--- src/rtl/voice_mix_scheduler.sv ---
// Shares one synchronous sine ROM and one phase adder across NUM_VOICES tone
// voices. Each accepted sample strobe steps every voice's phase, reads each
// voice's sample in turn and emits the averaged offset-binary mix.
module voice_mix_scheduler #(
  parameter int NUM_VOICES = 4,
  parameter int PHASE_W    = 32,
  parameter int ADDR_W     = 12,
  parameter int SAMPLE_W   = 16,
  localparam int VW        = $clog2(NUM_VOICES)
) (
  input  logic                clk,
  input  logic                rst_n,
  input  logic                sample_ce,
  input  logic [NUM_VOICES-1:0] voice_en,
  input  logic                cfg_we,
  input  logic [VW-1:0]       cfg_voice,
  input  logic [PHASE_W-1:0]  cfg_step,
  output logic [ADDR_W-1:0]   rom_addr,
  input  logic [SAMPLE_W-1:0] rom_data,
  output logic [SAMPLE_W-1:0] mix_sample,
  output logic                mix_valid,
  output logic                busy,
  output logic                overrun,
  input  logic                overrun_clr
);

  typedef enum logic [1:0] {IDLE, ISSUE, DRAIN, OUT} state_t;

  localparam logic [VW-1:0]       LAST = VW'(NUM_VOICES - 1);
  localparam logic [SAMPLE_W-1:0] MID  = {1'b1, {(SAMPLE_W-1){1'b0}}};

  state_t                              state;
  logic [VW-1:0]                       k;
  logic [VW-1:0]                       nxt;
  logic [NUM_VOICES-1:0][PHASE_W-1:0]  phase;
  logic [NUM_VOICES-1:0][PHASE_W-1:0]  step;
  logic [NUM_VOICES-1:0][PHASE_W-1:0]  step_l;
  logic [NUM_VOICES-1:0]               en_l;
  logic [SAMPLE_W+VW-1:0]              sum;

  logic                cap;
  logic [VW-1:0]       cap_idx;
  logic [SAMPLE_W-1:0] cap_data;

  // Step registers: writable any time; a frame only ever sees its latched copy.
  always_ff @(posedge clk or negedge rst_n) begin
    if (!rst_n) begin
      step <= '0;
    end else begin
      for (int v = 0; v < NUM_VOICES; v++)
        if (cfg_we && cfg_voice == VW'(v)) step[v] <= cfg_step;
    end
  end

  // ROM data lags its address by one cycle, so the voice captured is one
  // behind the voice being issued; DRAIN picks up the last voice.
  always_comb begin
    nxt      = k + VW'(1);
    cap      = (state == ISSUE && k != '0) || (state == DRAIN);
    cap_idx  = (state == DRAIN) ? LAST : k - VW'(1);
    cap_data = en_l[cap_idx] ? rom_data : MID;
  end

  // Frame sequencer. Voice 0's address is issued on the accept edge so that
  // voice k is on rom_addr during the k-th cycle after the strobe.
  always_ff @(posedge clk or negedge rst_n) begin
    if (!rst_n) begin
      state      <= IDLE;
      k          <= '0;
      phase      <= '0;
      step_l     <= '0;
      en_l       <= '0;
      sum        <= '0;
      rom_addr   <= '0;
      mix_sample <= MID;
      mix_valid  <= 1'b0;
      busy       <= 1'b0;
      overrun    <= 1'b0;
    end else begin
      mix_valid <= 1'b0;

      // A strobe outside IDLE is dropped; a new drop beats a clear.
      if (sample_ce && state != IDLE) overrun <= 1'b1;
      else if (overrun_clr)           overrun <= 1'b0;

      if (cap) sum <= sum + {{VW{1'b0}}, cap_data};

      case (state)
        IDLE: begin
          if (sample_ce) begin
            step_l   <= step;
            en_l     <= voice_en;
            sum      <= '0;
            busy     <= 1'b1;
            k        <= '0;
            state    <= ISSUE;
            rom_addr <= phase[0][PHASE_W-1 -: ADDR_W];
            if (voice_en[0]) phase[0] <= phase[0] + step[0];
          end
        end
        ISSUE: begin
          if (k == LAST) begin
            state <= DRAIN;
          end else begin
            k        <= nxt;
            rom_addr <= phase[nxt][PHASE_W-1 -: ADDR_W];
            if (en_l[nxt]) phase[nxt] <= phase[nxt] + step_l[nxt];
          end
        end
        DRAIN: state <= OUT;
        OUT: begin
          mix_sample <= SAMPLE_W'(sum >> VW);
          mix_valid  <= 1'b1;
          busy       <= 1'b0;
          state      <= IDLE;
        end
        default: state <= IDLE;
      endcase
    end
  end

endmodule

--- config.mk ---
export PLATFORM = sky130hd
export DESIGN_NAME = voice_mix_scheduler
export DESIGN_NICKNAME = d
export VERILOG_FILES = /design/src/rtl/voice_mix_scheduler.sv
export SDC_FILE = /design/constraint.sdc
export NUM_CORES = 1
export LEC_CHECK = 0
export ABC_CLOCK_PERIOD_IN_PS = 5300
export CAP_MARGIN = 15
export CORE_UTILIZATION = 51
export CTS_CLUSTER_DIAMETER = 50
export DETAILED_ROUTE_END_ITERATION = 10
export HOLD_SLACK_MARGIN = 0.06
export PLACE_DENSITY = 0.82
export SLEW_MARGIN = 40
export SYNTH_ARGS = -nofsm -noshare
export SYNTH_HDL_FRONTEND = slang
export SYNTH_SLANG_ARGS = --single-unit
--- constraint.sdc ---
create_clock -name clk -period 5.3 [get_ports clk]
set_clock_uncertainty 0.05 [all_clocks]
set_input_delay 0.53 -clock clk [delete_from_list [all_inputs] [get_ports clk]]
set_output_delay 0.53 -clock clk [all_outputs]
set_load 0.01 [all_outputs]
==> results.md <==
Routing:
- The detailed-routed wire length on met2 is 24480 um.
- After detailed routing, the number of vias per cell comes to around 5.8.
- The uppermost layer routed is met4.
- The number of design rule violations left after detail routing is 0.
- The routed design uses 2812 um of met3 wire.
- The count of nets left with antenna violations once routing finished came out at 0.
- The sum of routed wire length over all layers is 51100 um.
- The first routing iteration left 1167 violations.
- The detailed-routing wirelength on met1 is 22090 um.
- Dividing the detail-routed wire length by the instance count gives 19.01 um.
- The first detailed-routing pass ran for 5 iterations.
- The detailed router placed approximately 16000 vias in this run.

Placed design:
- Once placement finished, the instance area stood at 23680 um2.
- The congestion estimate from routability-driven global placement came to 0.8847.
- Once detailed placement completed, the half-perimeter wirelength came to 33940 um.
- The total of buffers placed on input and output ports is 89.

Yosys:
- The synthesized netlist devotes 12.74% of its cell area to simple gates.
- The multiplexer share of the synthesized area is 18.99%.
- Counting flops with an async set or reset pin after synthesis yields a share of 100.0%.
- Yosys instantiated no cell more often than sky130_fd_sc_hd__nand2_1.
- For this run, the leading register cell type out of synthesis is sky130_fd_sc_hd__dfrtp_1.
- The xor and xnor area share after synthesis is 2.534%.
- By count the netlist is led by sky130_fd_sc_hd__nand2_1, sky130_fd_sc_hd__dfrtp_1, sky130_fd_sc_hd__mux2_2.
- The count of synthesis-stage warnings from yosys is 0.
- The synthesized netlist devotes 5.249% of its cell area to adder and majority cells.
- The average cell area after synthesis is 11.04 um2.
- Counting flops with a built-in enable in the synthesized netlist gives 0.
- The portion of synthesized cell area occupied by the leading cell type is 49.77%.
- After synthesis, the cell types taking the most area are sky130_fd_sc_hd__dfrtp_1, sky130_fd_sc_hd__mux2_2, sky130_fd_sc_hd__nand2_1.
- The compound-cell area share of the yosys netlist is approximately 8.4%.
- The post-synthesis register bit count is 441.
- Counting every net in the synthesized netlist gives 2153.
- The count of cell types in the netlist is 69.
- Sequential cells were found to cover 49.89% of the synthesized design area.
- The summed instance area of the synthesized netlist is around 22000 um2.
- The cell count after synthesis is 2003.
- The dominant combinational cell family by area after synthesis is multiplexers.
- The top cell type by total area after synthesis is sky130_fd_sc_hd__dfrtp_1.

STA:
- For the pin with the worst max-slew slack, the measured transition is 920.0 ps.
- The hold violation count in the final report is 0.
- The relative slew slack is 38.30%.
- The number of setup violations in the final report is 0.
- Setup repair after global routing left no endpoint under its margin.
- The portion of the clock cycle consumed by the worst path in the final layout is 88.18%.
- The number of pins with negative max-slew slack in the final report is 0.
- The upper clock frequency limit is 214.0 MHz.
- The final critical path time including I/O delays and setup is 4673 ps.
- The post-route setup TNS is 0 ps.

Die:
- The floorplan step set the die height to 210.3 um.
- The die covers 44210 um2.
- The die is roughly 210 um wide.
- The row count is 75.
- The core outline area is 42320 um2.
- The initial standard-cell utilization of the core is 52.27%.
- 90 I/O pins were placed.

Clock network:
- The later pin in the worst-skew pair is clocked with a latency of 560 ps.
- CTS saw approximately 440 sinks.
- The buffer cell driving the clock tree root is sky130_fd_sc_hd__clkbuf_16.
- TritonCTS built the clock tree.
- The maximum clock insertion buffer count is 3.
- The H-tree was split into 2 levels.
- The number of gates resized after cts is 0.
- The number of clock buffers added by TritonCTS is 47.
- Clock-pin slew was measured on the worst setup and hold paths at 60 ps.

Worst setup path:
- The critical path is of the reg2reg type.
- The largest fanout on the critical path is 42.
- The type of element capturing the critical path is a register.
- The arrival time at the worst endpoint is 5070 ps.
- In this run the critical register-to-register path is captured at phase[90].
- The start point of the critical path is k[0].
- The end point of the critical path is phase[90].
- The type of element launching the critical path is a register.
- STA puts the critical path data required time at 5700 ps.
- Setup slack on the worst reg-to-reg path comes out at 630 ps.
- The launch point of the worst reg-to-reg path is k[0].
- The number of cells on the worst reg-to-reg path is 14.

Min path:
- The startpoint identified for the worst hold timing path is step[75].
- The type of the worst min-delay path is reg2reg.

Power:
- For this design the static power due to leakage is 11.76 nW.
- Dividing total power by cell area gives a power density of 697.3 nW/um2.
- The peak supply drop is 0.0003928 V.
- Overall power consumption after layout is estimated at approximately 18 mW.

Status:
- The run finished with clean final reports.

Cells and area:
- The final core area utilization is 59.60%.
- The layout filler cell count is 3229.
- The area added between synthesis and finish is 14.03%.
- Cells with a size suffix above 1 make up 20.28% of the layout.
- The finished cells cover ~25000 um2.
- In the final design database the tool counted 2226 nets.

Run:
- The count of maximum capacitance violations is 0.

Global routing:
- The largest net degree at the start of global routing is 118.
- The first global-routing pass estimated around 84000 um of wire.
- The overall overflow remaining after global route is 0.
- The number of antenna violations at the first check in global routing is 1.
- Global routing used 23.83% of the available tracks across all layers.
- The number of global-route vias before repair was 16190.
[cell families (layout without fill, tap and decap cells)]
group	after synthesis	count (layout)
and+or+nand+nor	680	680
other	0	1
xor gates and xnor gates	64	64
adders and majority gates	91	91
buffers and inverters	126	233
DFF	441	441
muxes	311	311
AOI/OAI and AO/OA	290	290
[cell usage in the layout (no fill, tap or decap), drive strengths merged, types with 4 or more instances in the layout]
cell           count
clkbuf            67
ha                88
dfrtp            440
a21oi             80
nand2            529
o21a               6
nor3b              5
o21bai            11
xor2              28
clkinv            10
a21o              26
mux2i             18
o211ai             6
a211oi             9
nand3             16
or3                4
inv               39
nor3               6
buf               25
o21ai            101
o31ai              4
nor2              46
a31oi             13
xnor2             36
nand2b             9
nand4             13
clkdlybuf4s50     88
and2              22
nor2b              8
and3               5
mux4              64
mux2             229
[worst max-delay path, cell delays in order (launching register included)]
cell	delay (ps)
sky130_fd_sc_hd__dfrtp_4	480
sky130_fd_sc_hd__inv_1	190
sky130_fd_sc_hd__ha_4	590
sky130_fd_sc_hd__mux4_2	340
sky130_fd_sc_hd__ha_1	260
sky130_fd_sc_hd__fa_1	260
sky130_fd_sc_hd__a21oi_1	100
sky130_fd_sc_hd__o21ai_1	240
sky130_fd_sc_hd__a21oi_1	130
sky130_fd_sc_hd__o21bai_1	410
sky130_fd_sc_hd__a21oi_1	240
sky130_fd_sc_hd__o41ai_1	670
sky130_fd_sc_hd__nor2_1	120
sky130_fd_sc_hd__xnor2_1	180
sky130_fd_sc_hd__mux2_2	280
[how the worst min path moves through the flow]
stage,cells after the start,end,slack [ps]
after detailed placement,2,step_l[85],400
after global placement,2,step_l[97],390
after CTS,2,step_l[85],410
after floorplan,0,busy,180
after global routing,2,step_l[85],430
final,2,step_l[75],410
[registers in the layout (all words and copies together), names as in the netlist]
name and cells:
mix_valid 1, rom_addr 12, mix_sample 16, sum 18, en_l 4, step 128, step_l 128, k 2
phase 128, overrun 1, state 2, busy 1
[metal layers]
metal / GRT usage, % / vias up
li1: - / 7144
met1: 31.84 / 7877
met2: 39.06 / 501
met3: 3.769 / 124
met4: 9.590 / 0
met5: 0 / -
[power by group]
group          switching [mW]  internal [mW]  total (mW)
clock                    1.34           1.89        3.23
combinational            5.09           3.87        8.96
sequential              0.781           4.62        5.40
[repair_timing]
item                      4_1_cts  5_1_grt
setup buffers                   0        0
hold buffers                    1        0
hold endpoints to repair       49        0
[cell type report]
| class | instances | area [um2] | area share (%) |
|---|---|---|---|
| inverter | 36 | 135.1 | 0.5357 |
| timing repair buffer | 114 | 1169 | 4.633 |
| antenna | 1 | 2.502 | 0.009920 |
| tap | 577 | 721.9 | 2.862 |
| multi-input combinational | 1436 | 10650 | 42.20 |
| sequential | 441 | 11040 | 43.77 |
| clock inverter | 16 | 147.6 | 0.5853 |
| clock buffer | 67 | 1364 | 5.406 |
[per-stage QoR]
step / worst slack, ps / std cells / hold WS, ps
final: 626.7 / 2688 / 411.9
after global routing: 327.0 / 2688 / 431.6
after floorplan: 243.5 / 2003 / 184.4
after CTS: 703.2 / 2686 / 414.5
after global placement: 924.9 / 2598 / 390.9
after detailed placement: 729.8 / 2602 / 398.2
Note: power is estimated with default switching activity, not from simulation.
